### src/rtl/password_pkg.sv
// Shared definitions for the keypad password lock controller: FSM state codes
// and the LED pair encodings driven to the lock datapath.
package password_pkg;

  localparam logic [2:0] S_IDLE  = 3'd0;
  localparam logic [2:0] S_ENTRY = 3'd1;
  localparam logic [2:0] S_CHECK = 3'd2;
  localparam logic [2:0] S_PASS  = 3'd3;
  localparam logic [2:0] S_FAIL  = 3'd4;
  localparam logic [2:0] S_LOCK  = 3'd5;
  localparam logic [2:0] S_PROG  = 3'd6;

  localparam logic [1:0] LED_OFF  = 2'b00;
  localparam logic [1:0] LED_PASS = 2'b01;
  localparam logic [1:0] LED_FAIL = 2'b10;

  function automatic logic [1:0] state_led(input logic [2:0] st);
    logic [1:0] led;
    led = LED_OFF;
    if (st == S_PASS) led = LED_PASS;
    else if (st == S_FAIL || st == S_LOCK) led = LED_FAIL;
    return led;
  endfunction

endpackage

### src/rtl/password_ctrl_key_debounce.sv
// Keypad conditioner: 2-flop synchroniser, stability counter, one event per
// press, and a release requirement before the next press is accepted.
module key_debounce #(
  parameter int DEB_CYCLES = 16
) (
  input  logic       clk,
  input  logic       n_rst,
  input  logic [9:0] button,
  output logic       key_evt,
  output logic [3:0] digit
);

  localparam int CNTW = $clog2(DEB_CYCLES + 1);

  logic [9:0]      sync1;
  logic [9:0]      sync2;
  logic [CNTW-1:0] stable_cnt;
  logic            wait_release;
  logic            one_hot;
  logic            settled;

  function automatic logic [3:0] to_index(input logic [9:0] v);
    logic [3:0] idx;
    idx = 4'd0;
    for (int k = 0; k < 10; k++)
      if (v[k]) idx = 4'(k);
    return idx;
  endfunction

  assign one_hot = (sync2 != 10'd0) && ((sync2 & (sync2 - 10'd1)) == 10'd0);
  assign settled = (stable_cnt == CNTW'(DEB_CYCLES));

  // stable_cnt is the run length of the current synced value, capped at DEB_CYCLES
  always_ff @(posedge clk or negedge n_rst) begin
    if (!n_rst) begin
      sync1        <= '0;
      sync2        <= '0;
      stable_cnt   <= '0;
      wait_release <= 1'b0;
      key_evt      <= 1'b0;
      digit        <= '0;
    end else begin
      sync1   <= button;
      sync2   <= sync1;
      key_evt <= 1'b0;
      if (sync1 != sync2) stable_cnt <= CNTW'(1);
      else if (!settled)  stable_cnt <= stable_cnt + CNTW'(1);
      if (settled && !wait_release && one_hot) begin
        key_evt      <= 1'b1;
        digit        <= to_index(sync2);
        wait_release <= 1'b1;
      end else if (settled && wait_release && sync2 == 10'd0) begin
        wait_release <= 1'b0;
      end
    end
  end

endmodule

### src/rtl/password_ctrl.sv
// Keypad password lock sequencer: code entry and compare, failure counting with
// lockout, reprogramming of the stored code, and the pass/fail LED pair.
module password_ctrl
  import password_pkg::*;
#(
  parameter int                    CODE_LEN       = 4,
  parameter logic [4*CODE_LEN-1:0] DEFAULT_CODE   = 16'h1234,
  parameter int                    DEB_CYCLES     = 16,
  parameter int                    TIMEOUT_CYCLES = 2000,
  parameter int                    RESULT_CYCLES  = 100,
  parameter int                    LOCK_CYCLES    = 1000,
  parameter int                    MAX_FAIL       = 3
) (
  input  logic       clk,
  input  logic       n_rst,
  input  logic       start,
  input  logic [9:0] button,
  input  logic       set_mode,
  output logic [1:0] led_out,
  output logic       locked,
  output logic       busy,
  output logic [2:0] digit_cnt
);

  localparam int CW    = 4 * CODE_LEN;
  localparam int MAXT0 = (TIMEOUT_CYCLES > RESULT_CYCLES) ? TIMEOUT_CYCLES : RESULT_CYCLES;
  localparam int MAXT  = (MAXT0 > LOCK_CYCLES) ? MAXT0 : LOCK_CYCLES;
  localparam int TW    = $clog2(MAXT) + 1;
  localparam int FW    = $clog2(MAX_FAIL + 1);

  // Timer holds remaining cycles minus one; a state ends on the cycle it reads zero
  localparam logic [TW-1:0] T_TIMEOUT = TW'(TIMEOUT_CYCLES - 1);
  localparam logic [TW-1:0] T_RESULT  = TW'(RESULT_CYCLES - 1);
  localparam logic [TW-1:0] T_LOCK    = TW'(LOCK_CYCLES - 1);
  localparam logic [FW-1:0] F_MAX     = FW'(MAX_FAIL);

  logic [2:0]    state;
  logic [TW-1:0] timer;
  logic [3:0]    cnt;
  logic          mismatch;
  logic [FW-1:0] fail_cnt;
  logic [CW-1:0] code;
  logic [CW-1:0] shadow;
  logic          key_evt;
  logic [3:0]    key_digit;
  logic          last_digit;
  logic          expired;

  // Digit position 0 is the most-significant nibble (entered first)
  function automatic logic [3:0] code_digit(input logic [CW-1:0] c, input logic [3:0] pos);
    int idx;
    idx = 4 * (CODE_LEN - 1 - int'(pos));
    return c[idx +: 4];
  endfunction

  function automatic logic [CW-1:0] put_digit(input logic [CW-1:0] c, input logic [3:0] pos,
                                              input logic [3:0] d);
    logic [CW-1:0] r;
    int idx;
    r   = c;
    idx = 4 * (CODE_LEN - 1 - int'(pos));
    r[idx +: 4] = d;
    return r;
  endfunction

  key_debounce #(.DEB_CYCLES(DEB_CYCLES)) u_debounce (
    .clk     (clk),
    .n_rst   (n_rst),
    .button  (button),
    .key_evt (key_evt),
    .digit   (key_digit)
  );

  assign last_digit = (int'(cnt) == CODE_LEN - 1);
  assign expired    = (timer == '0);

  always_ff @(posedge clk or negedge n_rst) begin
    if (!n_rst) begin
      state    <= S_IDLE;
      timer    <= '0;
      cnt      <= '0;
      mismatch <= 1'b0;
      fail_cnt <= '0;
      code     <= DEFAULT_CODE;
      shadow   <= '0;
    end else begin
      case (state)
        S_IDLE: begin
          if (start) begin
            state    <= S_ENTRY;
            cnt      <= '0;
            mismatch <= 1'b0;
            timer    <= T_TIMEOUT;
          end
        end
        S_ENTRY: begin
          if (key_evt) begin
            mismatch <= mismatch | (key_digit != code_digit(code, cnt));
            cnt      <= cnt + 4'd1;
            timer    <= T_TIMEOUT;
            if (last_digit) state <= S_CHECK;
          end else if (expired) begin
            state <= S_FAIL;
            timer <= T_RESULT;
          end else begin
            timer <= timer - TW'(1);
          end
        end
        S_CHECK: begin
          timer <= T_RESULT;
          if (mismatch) begin
            state    <= S_FAIL;
            fail_cnt <= (fail_cnt == F_MAX) ? fail_cnt : fail_cnt + FW'(1);
          end else begin
            state    <= S_PASS;
            fail_cnt <= '0;
          end
        end
        S_PASS: begin
          if (expired) begin
            if (set_mode) begin
              state <= S_PROG;
              cnt   <= '0;
              timer <= T_TIMEOUT;
            end else begin
              state <= S_IDLE;
            end
          end else begin
            timer <= timer - TW'(1);
          end
        end
        S_FAIL: begin
          if (expired) begin
            if (fail_cnt == F_MAX) begin
              state <= S_LOCK;
              timer <= T_LOCK;
            end else begin
              state <= S_IDLE;
            end
          end else begin
            timer <= timer - TW'(1);
          end
        end
        S_LOCK: begin
          if (expired) begin
            state    <= S_IDLE;
            fail_cnt <= '0;
          end else begin
            timer <= timer - TW'(1);
          end
        end
        S_PROG: begin
          if (key_evt) begin
            shadow <= put_digit(shadow, cnt, key_digit);
            cnt    <= cnt + 4'd1;
            timer  <= T_TIMEOUT;
            if (last_digit) begin
              code  <= put_digit(shadow, cnt, key_digit);
              state <= S_IDLE;
            end
          end else if (expired) begin
            state <= S_IDLE;
          end else begin
            timer <= timer - TW'(1);
          end
        end
        default: state <= S_IDLE;
      endcase
    end
  end

  assign led_out   = state_led(state);
  assign locked    = (state == S_LOCK);
  assign busy      = (state != S_IDLE);
  assign digit_cnt = cnt[2:0];

endmodule

### config.mk
export PLATFORM = sky130hd
export DESIGN_NAME = password_ctrl
export DESIGN_NICKNAME = d
export VERILOG_FILES = /design/src/rtl/password_pkg.sv /design/src/rtl/password_ctrl_key_debounce.sv /design/src/rtl/password_ctrl.sv
export SDC_FILE = /design/constraint.sdc
export NUM_CORES = 1
export LEC_CHECK = 0
export ABC_AREA = 1
export CAP_MARGIN = 20
export CORE_MARGIN = 2
export CORE_UTILIZATION = 66
export DETAILED_ROUTE_END_ITERATION = 10
export MAX_ROUTING_LAYER = met4
export PLACE_DENSITY = 0.91
export SETUP_SLACK_MARGIN = 0.4
export SLEW_MARGIN = 20
export SYNTH_ARGS = -nofsm -noshare
export SYNTH_HDL_FRONTEND = slang
export SYNTH_HIERARCHICAL = 1
export SYNTH_SLANG_ARGS = --single-unit
### constraint.sdc
create_clock -name clk -period 4.35 [get_ports clk]
set_input_delay 0.6525 -clock clk [delete_from_list [all_inputs] [get_ports clk]]
set_output_delay 0.6525 -clock clk [all_outputs]
set_load 0.01 [all_outputs]
==> results.py, run 1 <==
metrics = {
    "layout": {
        "final_net_count": 697,
        "instances_no_fill": 776,
        "antennaDiodeCount": 0,
        "drive_above_1_share_pct": 10.04,
        "fin_area_um2": 5351,
        "synthToLayoutAreaGrowth_pct": 8.664,
        "fin_util_pct": 73.78,
    },
    "power": {
        "clockPowerShare_pct": 27.2,
        "p_per_area_nw_per_um2": 415.6,
        "combPwrFrac_pct": 30.5,
        "power_frac_seq_pct": 42.3,
        "p_switching_uw": 796.2,
        "p_leak_uw": 0.002589,
        "swShare_pct": 35.79,
        "internal-power_uw": 1428,
        "ir_drop_mv": 0.3161,
    },
    "cts": {
        "holdBufCountCts": 0,
        "cts_setup_buffers": 0,
        "cts_tree": "done",
        "path_clk_slew_ps": 80,
        "clock_latency_ps": 360,
        "clock_tree.buffer_depth": 2,
        "cts_made_buffers": 9,
        "cts_max_level": 3,
        "ctsResizeCount": 0,
        "clkSinkCount": 85,
        "cts_root_buffer": "clkbuf_8",
    },
    "grt": {
        "grt.overflow.total": 0,
        "grt_util_met2_pct": 43.98,
        "grt_max_degree": 86,
        "gr-usage-met1_pct": 37.40,
        "antenna_found_initial": 0,
        "grt_use_total_pct": 28.47,
        "grt_pass1_vias": 4098,
        "use_met3_pct": 5.676,
        "grt.busiest_layer": "met2",
        "grt_first_pass_wirelength_um": 18370,
    },
    "floorplanning": {
        "core_area_um2": 7253,
        "initial_core_util_pct": 67.90,
        "fp.dieH_um": 90.38,
        "pin_count": 21,
        "row_count": 31,
        "die_area_um2": 8169,
        "die_x_um": 90.38,
    },
    "yosys": {
        "synth-async-reset-ratio_pct": 100.0,
        "synth_cells": 656,
        "synth_seq_cells": 85,
        "synth_area_um2": 4925,
        "synth_edf_count": 0,
        "synth_nets": 681,
        "synth_top_area_share_pct": 40.65,
        "yosysWarningCount": 6,
        "synthTopCellsByArea": "dfrtp_1 (41%), nand2_1 (18%), inv_1 (4.9%)",
        "syn_avg_cell_area_um2": 7.507,
        "ys.flop_type": "dfrtp_1",
        "yosysTopAreaCell": "dfrtp_1",
        "synth_cell_types": 41,
        "ys_seq_area_share_pct": 43.32,
    },
    "worst_setup_path": {
        "end_kind": "flip-flop",
        "ff2ff_path_depth": 10,
        "reg2reg_from": "cnt[0]",
        "r2r-end": "code[5]",
        "start_kind": "flip-flop",
        "crit_start": "cnt[0]",
        "worstPathRequired_ps": 4640,
        "path_class": "flip-flop to flip-flop",
        "endpoint": "code[5]",
        "critical_path_peak_fanout": 22,
        "cp.arrival_ps": 3170,
        "reg2reg_slack_ps": 1470,
    },
    "place": {
        "gp_congestion": 0.9254,
        "dpl.hpwl_um": 7491,
        "dp_cells": 760,
        "dpl_cell_area_um2": 5134,
        "port_buffers": 20,
    },
    "detailed_routing": {
        "drt_wl_total_um": 10460,
        "vias": 4270,
        "drt-vias-per-instance": 5.503,
        "wl_per_cell_um": 13.48,
        "drt_pass1_iterations": 6,
        "drt_iter0_markers": 439,
        "drtAntennaViolNets": 0,
        "drc": 0,
    },
    "timing": {
        "setup_viol": 0,
        "post-route-period-util_pct": 66.17,
        "finalCriticalPeriod_ps": 2879,
        "report.final.slew_viol_count": 0,
        "max_freq_mhz": 347.4,
        "slew-limit-headroom_pct": 45.43,
        "rsz0062_at_grt": "false",
        "final-hold-violation-count": 0,
        "finalSetupTns_ps": 0,
        "finalClockSkew_ps": 7.419,
        "tightest_slew_ps": 814.1,
        "holdWs_ps": 328.9,
    },
    "job": {
        "cap_violations": 0,
    },
    "worst_hold_path": {
        "hold_class": "input pin to asynchronous set/reset pin",
    },
    "run_status": {
        "status": "completed",
    },
}
==> power groups by stage <==
| stage | combinational (uW) | clock, uW | sequential, uW |
|---|---|---|---|
| detailed placement | 662 | 0 | 952 |
| finish | 679 | 606 | 940 |
| global route | 766 | 652 | 951 |
| global placement | 638 | 0 | 951 |
| CTS | 668 | 614 | 938 |
| floorplan | 510 | 0 | 928 |
==> cell usage after synthesis (4+ instances only) <==
| master | n |
|---|---|
| inv_1 | 64 |
| buf_6 | 4 |
| nand4_1 | 8 |
| xor2_1 | 10 |
| dfstp_2 | 5 |
| nor2_2 | 6 |
| nand2_1 | 234 |
| nor2_4 | 6 |
| o21ai_1 | 7 |
| o21ai_0 | 47 |
| inv_2 | 10 |
| a21oi_1 | 14 |
| buf_4 | 7 |
| nand2_2 | 6 |
| nor2_1 | 42 |
| o21ai_2 | 4 |
| xnor2_1 | 8 |
| ha_1 | 11 |
| nand3_1 | 40 |
| dfrtp_1 | 80 |
| nor3_1 | 9 |
==> critical path: stages, from the launching register on <==
cell and delay (ps):
dfrtp_1 770, ha_1 290, nand2_1 120, ha_1 320, nor3_1 200, nand3_1 100, nor2_1 190, nand3_1 250
o21ai_0 350, nand2_1 110, o21ai_0 90
==> flip-flops by register name, indices dropped and copies added (netlist names), 2 cells and up <==
name / count
u_debounce/sync2: 10
timer: 12
fail_cnt: 2
u_debounce/digit: 4
state: 3
u_debounce/stable_cnt: 5
cnt: 4
u_debounce/sync1: 10
code: 16
shadow: 16
==> worst min-delay path by stage <==
stage,slack (ps),start,to,cells after the start
floorplan,360,n_rst,cnt[0],0
global placement,370,u_debounce/sync1[0],u_debounce/sync2[0],0
detailed placement,390,u_debounce/sync1[1],u_debounce/sync2[1],0
CTS,410,u_debounce/sync1[6],u_debounce/sync2[6],0
global route,390,n_rst,u_debounce/sync1[1],1
finish,330,n_rst,u_debounce/sync1[0],1
==> layout make-up <==
type / count / area [um2]
Clock inverter: 6 / 86.33
Timing Repair Buffer: 21 / 209.0
Tap cell: 99 / 123.9
Sequential cell: 85 / 2133
Inverter: 74 / 277.8
Fill cell: 556 / 1902
Multi-Input combinational cell: 481 / 2394
Clock buffer: 10 / 127.6
==> per-stage QoR <==
stage,setup WS (ps),total power (uW)
finish,1471,2224
global route,1189,2369
CTS,1530,2220
detailed placement,1614,1614
global placement,1783,1589
floorplan,2117,1438
==> layer usage <==
metal,vias to the layer above,part of all wire (%)
li1,2105,-
met1,1962,43
met2,173,48
met3,30,7.2
met4,0,2.1
met5,-,0
==> cells by family (layout without fill, tap and decap cells) <==
group	count (synthesis)	in the layout	share of synthesized area, %
flip-flops	85	85	43.32
AO/OA/AOI/OAI	82	82	9.375
buffers and inverters	90	111	8.079
adder cells (fa/ha/maj)	11	11	2.795
XOR/XNOR	18	18	3.201
AND/OR/NAND/NOR	370	370	33.23
==> cell usage in the layout, fill, tap and decap left out, drive strengths merged <==
cell	n
nand2	242
dfrtp	80
inv	75
o21ai	58
nor2	54
nand3	43
clkdlybuf4s50	19
a21oi	16
ha	11
xor2	10
nor3	10
clkbuf	10
nand4	8
xnor2	8
or2	6
dfstp	5
nand3b	3
a22oi	3
nor4	2
clkinv	2
bufinv	2
buf	2
nor3b	2
o21a	1
o2111ai	1
a31oi	1
clkinvlp	1
o21bai	1
o31ai	1
Note: power is estimated with default switching activity, not from simulation.
==> run 2, diff against run 1 <==
--- a/config.mk
+++ b/config.mk
@@ -8,10 +8,10 @@
 export ABC_AREA = 1
 export CAP_MARGIN = 20
 export CORE_MARGIN = 2
-export CORE_UTILIZATION = 66
+export CORE_UTILIZATION = 61
 export DETAILED_ROUTE_END_ITERATION = 10
 export MAX_ROUTING_LAYER = met4
-export PLACE_DENSITY = 0.91
+export PLACE_DENSITY = 0.85
 export SETUP_SLACK_MARGIN = 0.4
 export SLEW_MARGIN = 20
 export SYNTH_ARGS = -nofsm -noshare
==> constraint.sdc (replaced) <==
create_clock -name clk -period 2.9 [get_ports clk]
set_input_delay 0.435 -clock clk [delete_from_list [all_inputs] [get_ports clk]]
set_output_delay 0.435 -clock clk [all_outputs]
set_load 0.01 [all_outputs]
==> results.py, run 2 (synthesized netlist as in run 1, its figures left out) <==
metrics = {
    "run_status": {
        "status": "completed",
    },
    "worst_setup_path": {
        "start_kind": "flip-flop",
        "worstPathRequired_ps": 2470,
        "cp.arrival_ps": 1900,
        "path_class": "flip-flop to output pin",
        "ff2ff_path_depth": 10,
        "critical_path_peak_fanout": 7,
        "end_kind": "output pin",
    },
    "floorplanning": {
        "pin_count": 21,
        "core_area_um2": 7767,
        "die_area_um2": 8808,
        "fp.dieH_um": 93.85,
        "row_count": 32,
        "initial_core_util_pct": 63.40,
        "die_x_um": 93.85,
    },
    "power": {
        "ir_drop_mv": 0.3357,
        "power_uw": 3177,
        "p_per_area_nw_per_um2": 583.5,
        "p_leak_uw": 0.002613,
    },
    "timing": {
        "fin_ws_ps": 561.2,
        "finalClockSkew_ps": 10.94,
        "setup_viol": 0,
        "rsz0062_at_grt": "false",
        "finalSetupTns_ps": 0,
        "final-hold-violation-count": 0,
        "post-route-period-util_pct": 80.65,
        "max_freq_mhz": 427.6,
        "tightest_slew_ps": 696.6,
        "report.final.slew_viol_count": 0,
        "finalCriticalPeriod_ps": 2339,
        "slew-limit-headroom_pct": 53.56,
    },
    "cts": {
        "cts_tree": "done",
        "path_clk_slew_ps": 90,
        "clock_tree.buffer_depth": 2,
        "clkSinkCount": 85,
        "cts_max_level": 3,
        "clock_latency_ps": 360,
        "cts_made_buffers": 9,
        "cts_root_buffer": "clkbuf_8",
    },
    "grt": {
        "grt_pass1_vias": 4201,
        "grt_first_pass_wirelength_um": 18630,
        "grt.overflow.total": 0,
        "grt_use_total_pct": 27.07,
        "grt_max_degree": 58,
        "antenna_found_initial": 0,
    },
    "place": {
        "dp_slack_ps": 260.4,
        "dpl.hpwl_um": 7714,
        "dpl_cell_area_um2": 5182,
        "gp_congestion": 0.9328,
        "port_buffers": 20,
    },
    "detailed_routing": {
        "drt_wl_total_um": 10720,
        "drtAntennaViolNets": 0,
        "drt-vias-per-instance": 5.519,
        "vias": 4349,
        "wl_per_cell_um": 13.60,
        "drc": 0,
        "drt_pass1_iterations": 5,
        "drt_iter0_markers": 350,
    },
    "layout": {
        "fin_area_um2": 5445,
        "antennaDiodeCount": 0,
        "synthToLayoutAreaGrowth_pct": 10.57,
        "final_common_cell": "nand2_1",
        "final_net_count": 706,
        "drive_above_1_share_pct": 12.24,
        "reg.largest.list": "code (16), shadow (16), timer (12)",
        "layout_common_cells": "nand2_1 (234), dfrtp_1 (79), inv_1 (64)",
    },
    "worst_hold_path": {
        "hold_class": "input pin to asynchronous set/reset pin",
    },
    "job": {
        "cap_violations": 0,
    },
}
[run 2: worst max-delay path, cell delays in order, from the launching register on]
cell and delay, ps:
dfrtp_1 480, inv_2 110, nand2_2 110, nor2_4 160, inv_2 90, nand2_1 70, clkdlybuf4s50_1 530
[run 2: worst paths after layout]
path	to	start	slack, ps
max reg2reg	code[0]	cnt[2]	560
min	shadow[9]	n_rst	100
min in group clk	u_debounce/sync2[9]	u_debounce/sync1[9]	400
max	led_out[1]	state[1]	560
min reg2reg	u_debounce/sync2[9]	u_debounce/sync1[9]	400
max in group asynchronous	u_debounce/wait_release	n_rst	2110
[run 2: routing by layer]
layer / wire [um] / share of wire, % / vias to the layer above / track usage [%]
li1: - / - / 2141 / -
met1: 4796 / 45 / 2031 / 35.41
met2: 5115 / 48 / 152 / 43.04
met3: 602 / 5.6 / 25 / 4.173
met4: 203 / 1.9 / 0 / 10.02
met5: 0 / 0 / - / -
[run 2: area by class of cell]
cell class | count | area [um2]
multi-input cells | 481 | 2455
inverters | 74 | 280.3
repair buffers | 30 | 272.8
fillers | 630 | 2322
flip-flops and latches | 85 | 2135
clock buffers | 10 | 127.6
well taps | 102 | 127.6
clock inverters | 6 | 47.55
[run 2: what timing repair did]
item	CTS	global route
buffers inserted	0	3
hold buffers	0	0
pin swaps	0	2
endpoints found under the hold margin	0	0
gates resized for setup	5	19
endpoints found under the setup margin	24	32
[run 2: stage by stage]
| step | instances | hold WS [ps] | util (%) |
|---|---|---|---|
| after floorplan | 656 | 139.4 | - |
| after global placement | 769 | 373.5 | 66.72 |
| after detailed placement | 769 | 379.2 | 66.72 |
| after CTS | 785 | 138.9 | 69.23 |
| after global routing | 788 | 162.5 | 70.10 |
| final | 788 | 98.99 | 70.10 |
[run 2: power breakdown]
part / switching (uW) / internal (uW) / total [uW]
logic: 636 / 367 / 1000
registers: 123 / 1290 / 1410
clock network: 444 / 316 / 760
total: 1200 / 1970 / 3180
==> run 3, diff against run 2 <==
==> constraint.sdc (replaced) <==
create_clock -name clk -period 2.22 [get_ports clk]
set_input_delay 0.333 -clock clk [delete_from_list [all_inputs] [get_ports clk]]
set_output_delay 0.333 -clock clk [all_outputs]
set_load 0.01 [all_outputs]
==> results.py, run 3 (synthesized netlist as in run 1, its figures left out) <==
metrics = {
    "layout": {
        "fin_util_pct": 78.98,
        "drive_above_1_share_pct": 25.92,
        "final_common_cell": "nand2_1",
        "layout_common_cells": "nand2_1 (216), dfrtp_1 (75), inv_1 (58)",
        "antennaDiodeCount": 0,
        "reg.largest.list": "code (16), shadow (16), timer (12)",
        "synthToLayoutAreaGrowth_pct": 24.57,
        "final_net_count": 753,
    },
    "timing": {
        "tightest_slew_ps": 519.1,
        "final-hold-violation-count": 0,
        "finalCriticalPeriod_ps": 2264,
        "finalSetupTns_ps": -427.7,
        "rsz0062_at_grt": "true",
        "post-route-period-util_pct": 102.0,
        "report.final.slew_viol_count": 0,
        "finalClockSkew_ps": 14.68,
        "fin_ws_ps": -43.62,
        "holdWs_ps": 399.2,
        "max_freq_mhz": 441.8,
        "slew-limit-headroom_pct": 65.39,
        "setup_viol": 21,
    },
    "worst_setup_path": {
        "cp.arrival_ps": 2510,
        "start_kind": "flip-flop",
        "reg2reg_from": "cnt[3]",
        "critical_path_peak_fanout": 8,
        "r2r-end": "code[14]",
        "end_kind": "flip-flop",
        "reg2reg_slack_ps": -40,
        "ff2ff_path_depth": 12,
        "crit_start": "cnt[3]",
        "path_class": "flip-flop to flip-flop",
        "endpoint": "code[14]",
        "worstPathRequired_ps": 2470,
    },
    "cts": {
        "cts_made_buffers": 9,
        "cts_max_level": 3,
        "cts_root_buffer": "clkbuf_8",
        "clock_tree.buffer_depth": 2,
        "clock_latency_ps": 360,
        "cts_tree": "done",
        "path_clk_slew_ps": 90,
        "clkSinkCount": 85,
    },
    "floorplanning": {
        "fp.dieH_um": 93.85,
        "core_area_um2": 7767,
        "die_x_um": 93.85,
        "initial_core_util_pct": 63.40,
        "pin_count": 21,
        "die_area_um2": 8808,
        "row_count": 32,
    },
    "power": {
        "p_per_area_nw_per_um2": 787.8,
        "ir_drop_mv": 0.4317,
        "p_leak_uw": 0.002987,
        "power_uw": 4833,
    },
    "detailed_routing": {
        "drt-vias-per-instance": 5.575,
        "drtAntennaViolNets": 0,
        "wl_per_cell_um": 14.85,
        "drt_wl_total_um": 12400,
        "drt_iter0_markers": 407,
        "drt_pass1_iterations": 5,
        "vias": 4655,
        "drc": 0,
    },
    "grt": {
        "antenna_found_initial": 0,
        "grt.overflow.total": 0,
        "grt_use_total_pct": 28.48,
        "grt_first_pass_wirelength_um": 19490,
        "grt_pass1_vias": 4384,
        "grt_max_degree": 50,
    },
    "place": {
        "gp_congestion": 0.9299,
        "dpl.hpwl_um": 7871,
        "dp_slack_ps": 0.4456,
        "port_buffers": 20,
    },
    "worst_hold_path": {
        "hold_class": "input pin to flip-flop",
        "hold_depth": 1,
    },
    "run_status": {
        "violations": "negative setup slack",
        "status": "complete, but fails checks",
    },
    "job": {
        "cap_violations": 0,
    },
}
-- run 3: how the worst min path moves through the flow --
stage / startpoint / end / slack (ps)
floorplan: n_rst / cnt[0] / 40
global placement: n_rst / cnt[1] / 330
detailed placement: n_rst / cnt[1] / 340
CTS: button[4] / u_debounce/sync1[4] / 390
global route: button[9] / u_debounce/sync1[9] / 390
finish: button[6] / u_debounce/sync1[6] / 400
-- run 3: power breakdown --
group	switching (uW)	total, uW	internal [uW]
Combinational	1080	1840	766
Clock	621	1150	534
Sequential	139	1830	1690
Total	1840	4830	2990
-- run 3: layout make-up --
class	instances	area (um2)
Timing Repair inverter	2	15.01
Timing Repair Buffer	75	663.1
Sequential cell	85	2140
Inverter	74	291.5
Clock inverter	7	80.08
Fill cell	492	1633
Clock buffer	9	123.9
Multi-Input combinational cell	481	2694
Tap cell	102	127.6
-- run 3: timing repair --
action,CTS,global route
gates cloned,1,1
pin swaps,13,21
endpoints found under the setup margin,54,54
setup buffers,16,23
endpoints found under the hold margin,32,0
gates resized for setup,44,61
hold buffers,1,0
-- run 3: metrics by stage --
step	cells	instance area, um2
floorplan	656	4974
global placement	777	5300
detailed placement	777	5300
CTS	811	5754
global route	835	6135
finish	835	6135
-- run 3: worst max-delay path, stage by stage (launching register included) --
cell     delay [ps]
dfrtp_1         400
inv_1            90
ha_4            170
nand4_1         120
ha_1            320
nor3_1          190
nand3_2         150
nor2_4          220
nand3_4         180
nand2_1         110
o21ai_2          70
nand2_1          80
o21ai_1          60
-- run 3: routing by layer --
metal	vias to the layer above	track usage [%]	routed length, um
met1	2170	35.62	5216
met3	41	4.655	780
met5	-	-	0
met4	0	9.662	331
li1	2233	-	-
met2	211	47.38	6075
